<file path="src/rtl/regfile_write_arbiter.sv">
// Two-port write arbiter for the register file. Round-robin between
// requesters, optional multi-write lock, and a watchdog that frees a lock
// whose owner stops requesting. One registered write command per cycle.
module regfile_write_arbiter #(
  parameter int DATA_W       = 32,
  parameter int ADDR_W       = 4,
  parameter int LOCK_TIMEOUT = 8
) (
  input  logic              clk,
  input  logic              reset,
  input  logic              req0_valid,
  input  logic [ADDR_W-1:0] req0_addr,
  input  logic [DATA_W-1:0] req0_data,
  input  logic              req0_lock,
  output logic              req0_ready,
  input  logic              req1_valid,
  input  logic [ADDR_W-1:0] req1_addr,
  input  logic [DATA_W-1:0] req1_data,
  input  logic              req1_lock,
  output logic              req1_ready,
  output logic              wr_en,
  output logic [ADDR_W-1:0] wr_addr,
  output logic [DATA_W-1:0] wr_data,
  output logic              last_grant,
  output logic              lock_abort,
  output logic [15:0]       wr_count
);

  // Counter only ever holds 0 .. LOCK_TIMEOUT-1; the abort fires instead of
  // storing LOCK_TIMEOUT itself.
  localparam int CNT_W = (LOCK_TIMEOUT < 2) ? 1 : $clog2(LOCK_TIMEOUT);
  localparam logic [CNT_W-1:0] CNT_LAST = CNT_W'(LOCK_TIMEOUT - 1);

  typedef enum logic [1:0] {
    FREE  = 2'd0,
    LOCK0 = 2'd1,
    LOCK1 = 2'd2
  } state_t;

  state_t            state_q, state_d;
  logic [CNT_W-1:0]  idle_cnt_q, idle_cnt_d;
  logic              wr_en_q, wr_en_d;
  logic [ADDR_W-1:0] wr_addr_q, wr_addr_d;
  logic [DATA_W-1:0] wr_data_q, wr_data_d;
  logic              last_grant_q, last_grant_d;
  logic [15:0]       wr_count_q, wr_count_d;

  logic ready0, ready1;
  logic fire0, fire1;
  logic abort;

  // Ready generation, transfer detection, next-state and command datapath.
  // NOTE: every signal assigned in this always_comb gets a default first, so
  // no path can leave it unassigned and infer a latch.
  always_comb begin
    ready0       = 1'b0;
    ready1       = 1'b0;
    abort        = 1'b0;
    state_d      = state_q;
    idle_cnt_d   = '0;
    wr_addr_d    = wr_addr_q;
    wr_data_d    = wr_data_q;
    last_grant_d = last_grant_q;
    wr_count_d   = wr_count_q;

    unique case (state_q)
      FREE: begin
        ready0 = req0_valid && (!req1_valid || last_grant_q);
        ready1 = req1_valid && (!req0_valid || !last_grant_q);
      end
      LOCK0:   ready0 = req0_valid;
      LOCK1:   ready1 = req1_valid;
      default: ;
    endcase

    // Nobody is ready while reset is held, even combinationally.
    if (reset) begin
      ready0 = 1'b0;
      ready1 = 1'b0;
    end

    fire0   = req0_valid && ready0;
    fire1   = req1_valid && ready1;
    wr_en_d = fire0 || fire1;

    if (fire0) begin
      wr_addr_d    = req0_addr;
      wr_data_d    = req0_data;
      last_grant_d = 1'b0;
      wr_count_d   = wr_count_q + 16'd1;
    end else if (fire1) begin
      wr_addr_d    = req1_addr;
      wr_data_d    = req1_data;
      last_grant_d = 1'b1;
      wr_count_d   = wr_count_q + 16'd1;
    end

    unique case (state_q)
      FREE: begin
        if (fire0 && req0_lock)      state_d = LOCK0;
        else if (fire1 && req1_lock) state_d = LOCK1;
      end
      LOCK0: begin
        // Owner activity always beats the watchdog on the same cycle.
        if (fire0) begin
          if (!req0_lock) state_d = FREE;
        end else if (idle_cnt_q == CNT_LAST) begin
          abort   = 1'b1;
          state_d = FREE;
        end else begin
          idle_cnt_d = idle_cnt_q + 1'b1;
        end
      end
      LOCK1: begin
        if (fire1) begin
          if (!req1_lock) state_d = FREE;
        end else if (idle_cnt_q == CNT_LAST) begin
          abort   = 1'b1;
          state_d = FREE;
        end else begin
          idle_cnt_d = idle_cnt_q + 1'b1;
        end
      end
      default: state_d = FREE;
    endcase
  end

  // State and registered write command; reset drops any pending command.
  // NOTE: sequential state uses non-blocking assignments so every flop samples
  // the pre-edge values, independent of statement order.
  always_ff @(posedge clk or posedge reset) begin
    if (reset) begin
      state_q      <= FREE;
      idle_cnt_q   <= '0;
      wr_en_q      <= 1'b0;
      wr_addr_q    <= '0;
      wr_data_q    <= '0;
      last_grant_q <= 1'b1;
      wr_count_q   <= '0;
    end else begin
      state_q      <= state_d;
      idle_cnt_q   <= idle_cnt_d;
      wr_en_q      <= wr_en_d;
      wr_addr_q    <= wr_addr_d;
      wr_data_q    <= wr_data_d;
      last_grant_q <= last_grant_d;
      wr_count_q   <= wr_count_d;
    end
  end

  assign req0_ready = ready0;
  assign req1_ready = ready1;
  assign lock_abort = abort;
  assign wr_en      = wr_en_q;
  assign wr_addr    = wr_addr_q;
  assign wr_data    = wr_data_q;
  assign last_grant = last_grant_q;
  assign wr_count   = wr_count_q;

endmodule

</file>
<file path="config.mk">
export PLATFORM = sky130hd
export DESIGN_NAME = regfile_write_arbiter
export DESIGN_NICKNAME = d
export VERILOG_FILES = /design/src/rtl/regfile_write_arbiter.sv
export SDC_FILE = /design/constraint.sdc
export NUM_CORES = 1
export LEC_CHECK = 0
export BUFFER_PORTS_ARGS = -buffer_cell sky130_fd_sc_hd__buf_2
export CORE_MARGIN = 2
export CORE_UTILIZATION = 42
export DETAILED_ROUTE_END_ITERATION = 10
export PLACE_DENSITY = 0.76
export SYNTH_ARGS = -nofsm -noshare
export SYNTH_HDL_FRONTEND = slang
export SYNTH_SLANG_ARGS = --single-unit
</file>
<file path="constraint.sdc">
create_clock -name clk -period 1.7 [get_ports clk]
set_clock_uncertainty 0.1 [all_clocks]
set_input_delay 0.085 -clock clk [delete_from_list [all_inputs] [get_ports clk]]
set_output_delay 0.085 -clock clk [all_outputs]
set_load 0.03 [all_outputs]
</file>
Word level (Yosys, flattened, before mapping)
Cells that the tools add are included.
{"block": "totals", "regBits": 59, "latch_bits": 0, "mem_bits_rw": 0, "mem_bits_ro": 0, "input_bits": 78, "output_inout_bits": 57, "wordCells": 58, "mem_count": 0}
{"block": "op_classes", "addsub": 2, "n_mul": 0, "n_div": 0, "magnitude_cmp": 0, "eq_ne": 6, "shift": 0, "n_mux": 28, "bitwise_logic": 0, "n_reduce_logical": 15}
{"operator": "$mux W32", "n": 2}
{"operator": "$mux W16", "n": 2}
{"operator": "$add A16 B1 Y16 const B", "n": 1}
{"operator": "$mux W2", "n": 7}
{"operator": "$mux W3", "n": 3}
{"operator": "$ne A3 B3 Y1 const B", "n": 3}
{"operator": "$mux W4", "n": 2}
{"operator": "$mux W1", "n": 7}
{"operator": "$logic_and A1 B1 Y1", "n": 6}
{"operator": "$pmux W1 S2", "n": 3}
{"operator": "$pmux W2 S3", "n": 1}
{"operator": "$pmux W3 S2", "n": 1}
{"operator": "$add A3 B1 Y3 const B", "n": 1}
{"operator": "$eq A3 B3 Y1 const B", "n": 1}
{"operator": "$logic_not A1 Y1", "n": 3}
{"operator": "$logic_or A1 B1 Y1", "n": 3}
{"operator": "$reduce_and A3 Y1", "n": 1}
{"operator": "$eq A2 B1 Y1 const B", "n": 1}
{"operator": "$eq A2 B2 Y1 const B", "n": 1}
{"operator": "$logic_not A2 Y1", "n": 1}
{"operator": "$reduce_bool A2 Y1", "n": 1}

Longest topological paths before layout
{"block": "logic_depth", "word_depth": 10, "ltp_mapped": 8, "ltp_nobuf": 7}

Least setup slack after synthesis
Ideal clock, no wire load.
{"block": "synth_path", "path_kind": "input to register", "startpoint": "input reset", "endpoint": "register wr_count_q[11], in the netlist wr_count[11]", "setup_time_ns": 0.134, "arrival_time_ns": 2.338, "required_ns": 1.466, "path_slack_ns": -0.872, "cell_stages": 5, "n_path_buf": 0, "path_cell_list": "inv_1 -> nand3_1 -> nor2_1 -> nand4_1 -> xnor2_1"}
{"block": "synth_between", "elab_chain_cells": 3, "word_cells_on_any_way": 6, "cone_classes": "mux (3); reduce/logical (3)"}
{"element": "start, declared", "line_no": "10", "text": "input logic reset,"}
{"element": "$mux W1", "line_no": "77", "text": "if (reset) begin"}
{"element": "$logic_and A1 B1 Y1, on equally long branches", "line_no": "82, 83"}
{"element": "$mux W16 / $reduce_bool A2 Y1 (equally long branches)"}
{"element": "end signal, assigned", "line_no": "147", "text": "wr_count_q <= wr_count_d;"}
{"element": "end, declared", "line_no": "46", "text": "logic [15:0] wr_count_q, wr_count_d;"}
Parallel ways exist; a longest one is shown, timed or not.
A chain may end at the register's enable or synchronous reset.

Final worst setup path
{"block": "layout_path", "startpoint": "register state_q[0]", "endpoint": "register wr_data_q[25], in the netlist wr_data[25]"}
{"block": "layout_between", "elab_chain_cells": 5, "word_cells_on_any_way": 11, "cone_classes": "eq/ne (2); mux (5); reduce/logical (4)"}
{"element": "start, declared", "line_no": "40", "text": "state_t state_q, state_d;"}
{"element": "start signal, assigned", "line_no": "141", "text": "state_q <= state_d;"}
{"element": "$eq A2 B1 Y1, or another cell as far along", "line_no": "66", "text": "unique case (state_q)"}
{"element": "$pmux W1 S2", "line_no": "66"}
{"element": "$mux W1", "line_no": "77"}
{"element": "$logic_and A1 B1 Y1, on equally long branches", "line_no": "82, 83"}
{"element": "$mux W32 / $reduce_bool A2 Y1 (equally long branches)"}
{"element": "end signal, assigned", "line_no": "145", "text": "wr_data_q <= wr_data_d;"}
{"element": "end, declared", "line_no": "44", "text": "logic [DATA_W-1:0] wr_data_q, wr_data_d;"}
Parallel ways exist; a longest one is shown, timed or not.

==> impl_metrics.py <==
metrics = {
    "status": {
        "outcome": "finished, violations left",
        "violations": "negative setup slack",
    },
    "placement": {
        "dp_hpwl_um": 4950,
        "pre_cts_ws_ns": -0.166,
        "postPlaceCellArea_um2": 3730,
        "gp_congestion": 0.759,
        "portBuffers": 134,
        "placedCellCount": 481,
    },
    "timing": {
        "fmax_ghz": 0.490,
        "fin_crit_sh_pct": 120,
        "grt_setup_unrepaired": "true",
        "max-slew-margin-rel_pct": 68.8,
        "slew_viol_final": 0,
        "tightestPinTransition_ns": 0.468,
        "setup_ws_ns": -0.339,
        "min_period_ns": 2.04,
        "hold_viol_final": 0,
        "setup_violations": 59,
    },
    "setup_path": {
        "crit_arrival_ns": 2.19,
        "crit_type": "reg -> reg",
        "end_kind": "register",
        "crit_fanout": 7,
        "critPathRequiredTime_ns": 1.85,
        "startpoint_type": "register",
    },
    "detailed_routing": {
        "drt_first_pass_iters": 5,
        "vias": 3482,
        "drc": 0,
        "routed_wl_um": 13900,
        "vias_per_cell": 5.84,
        "wl_per_cell_um": 23.4,
        "drt-initial-drc-count": 261,
        "ant_nets": 0,
    },
    "finish": {
        "fillCellCount": 300,
        "final_layout_size_suffix_gt1_share_pct": 56.6,
        "area_growth_pct": 95.2,
        "final_cells": 596,
        "nets": 597,
        "stdcell_area_um2": 5590,
        "diodes": 0,
        "final_core_utilization_pct": 83.7,
    },
    "yosys": {
        "synth.most_common_cell": "dfrtp_1",
        "seq_area_frac_synth_pct": 51.6,
        "yosysTopAreaCell": "dfrtp_1",
        "synth_area_um2": 2860,
        "synth_common_cells": "dfrtp_1, nor2_1, a21oi_1, mux2i_1, xnor2_1",
        "synth.distinct_cells": 36,
        "synth_top_area_share_pct": 50.7,
        "async_flop_share_pct": 100,
        "synth_edf_count": 0,
        "synth.avg_cell_area_um2": 10.7,
        "yosysWarnings": 0,
        "synth_area_leaders": "dfrtp_1, mux2i_1, a21oi_1",
        "synth_fp_nets": 353,
        "ys.flop_type": "dfrtp_1",
        "synth_seq_cells": 59,
        "synthCells": 267,
    },
    "floorplan": {
        "core_um2": 6680,
        "die-area_um2": 7500,
        "placementRows": 30,
        "die_w_um": 86.6,
        "initial_core_util_pct": 42.9,
        "pin_count": 135,
        "die_y_um": 86.6,
    },
    "power_and_ir_drop": {
        "powerDensity_nw_per_um2": 1730,
        "report.power.total_mw": 9.66,
        "leakagePower_nw": 2.44,
        "vdd_drop_max_uv": 1280,
    },
    "job": {
        "cap_violations": 0,
    },
    "clock_network": {
        "clk_pin_slew_ns": 0.07,
        "clk_latency_ns": 0.33,
        "cts_root_buf": "clkbuf_8",
        "cts_buffers": 9,
        "cts_tree": "built",
        "clock_sinks": 59,
        "htreeDepth": 3,
        "clock_path_buffers": 2,
    },
    "global_route": {
        "grt-ovfl-total": 0,
        "antenna_found_initial": 0,
        "grt_max_degree": 37,
        "grt_pass1_vias": 3523,
        "grt_use_total_pct": 31.5,
        "grt_first_pass_wirelength_um": 17900,
    },
    "worst_hold_path": {
        "hold_class": "in -> reg",
    },
}
-- through the flow --
stage / TNS [ns] / hold WS (ns)
3_5_place_dp: -5.02 / -0.00221
6_report: -14.49 / 0.0871
4_1_cts: -7.63 / 0.000225
5_1_grt: -17.64 / 0.111
2_1_floorplan: -2.54 / 0.0966
3_3_place_gp: -2.98 / -0.00473
-- worst paths after layout --
kind,startpoint,end,slack [ns],depth (start not counted)
setup / recovery,state_q[0],wr_data[25],-0.34,9
hold / removal,reset,wr_count[3],0.09,3
setup reg to reg,state_q[0],wr_data[25],-0.34,9
hold reg to reg,idle_cnt_q[0],idle_cnt_q[0],0.35,1
max in group asynchronous,reset,wr_data[25],0.50,4
min in group asynchronous,reset,wr_count[14],0.28,3
-- area by class of cell --
class                      instances  area (um^2)  area share, %
sequential                        59         1480           26.4
clock inverter                     4         73.8           1.32
tap                               80          100           1.79
multi-input combinational        190         1820           32.6
timing repair buffer             246         1950           34.8
clock buffer                      12          145           2.60
inverter                           5         22.5          0.403
-- flip-flops by register name, summed over array words and instances, names as in the netlist --
signal / count
wr_data: 32
wr_count: 16
wr_addr: 4
idle_cnt_q: 3
state_q: 2
last_grant: 1
wr_en: 1
-- per-layer routing --
metal	vias to the layer above	GRT usage, %	routed length [um]
li1	1431	-	-
met1	1661	36.6	4980
met2	291	53.1	6650
met3	99	8.29	1330
met4	0	16.6	951
met5	-	0	0
-- critical path: stages (launching register included) --
cell       delay [ns]
dfrtp_1          0.42
inv_2            0.17
ha_4             0.21
a21oi_2          0.07
o22a_2           0.26
nor2_4           0.18
buf_8            0.17
clkbuf_16        0.19
nor2_4           0.04
a21oi_2          0.14
-- cells in the final DEF, fill, tap and decap left out, drive strengths merged, types with 3 or more instances in the layout --
cell type,instances
nand4,9
ha,8
nand3,3
xnor2,13
dlygate4sd3,73
buf,171
a21oi,38
dfrtp,58
mux2i,36
nor3,3
nand2b,4
nand2,8
nor2,44
inv,4
clkbuf,14
and3,4
-- power by group --
| group | switching, mW | internal, mW | total (mW) | leakage [nW] |
|---|---|---|---|---|
| clock network | 0.612 | 0.869 | 1.48 | 0.111 |
| logic | 3.27 | 2.33 | 5.60 | 1.63 |
| registers | 0.623 | 1.96 | 2.58 | 0.701 |
| total | 4.50 | 5.16 | 9.66 | 2.44 |
-- kinds of logic (layout without fill, tap and decap cells) --
kind of cell,Yosys count,in the layout,share of synthesized area (%)
mux,37,37,13.0
buf+inv,18,267,4.24
xor+xnor,15,15,4.59
flops,59,59,51.6
compound gates,48,48,9.22
simple gates,82,82,13.9
fa+ha+maj,8,8,3.50
-- timing repair --
action                     CTS  global route
hold endpoints to repair    58             1
setup endpoints to repair   48            59
pin swaps                    5            15
gates resized for setup     45            99
hold buffers                72             1
setup buffers               17             7
cloned                       6             2
(Power assumes the default switching activity.)
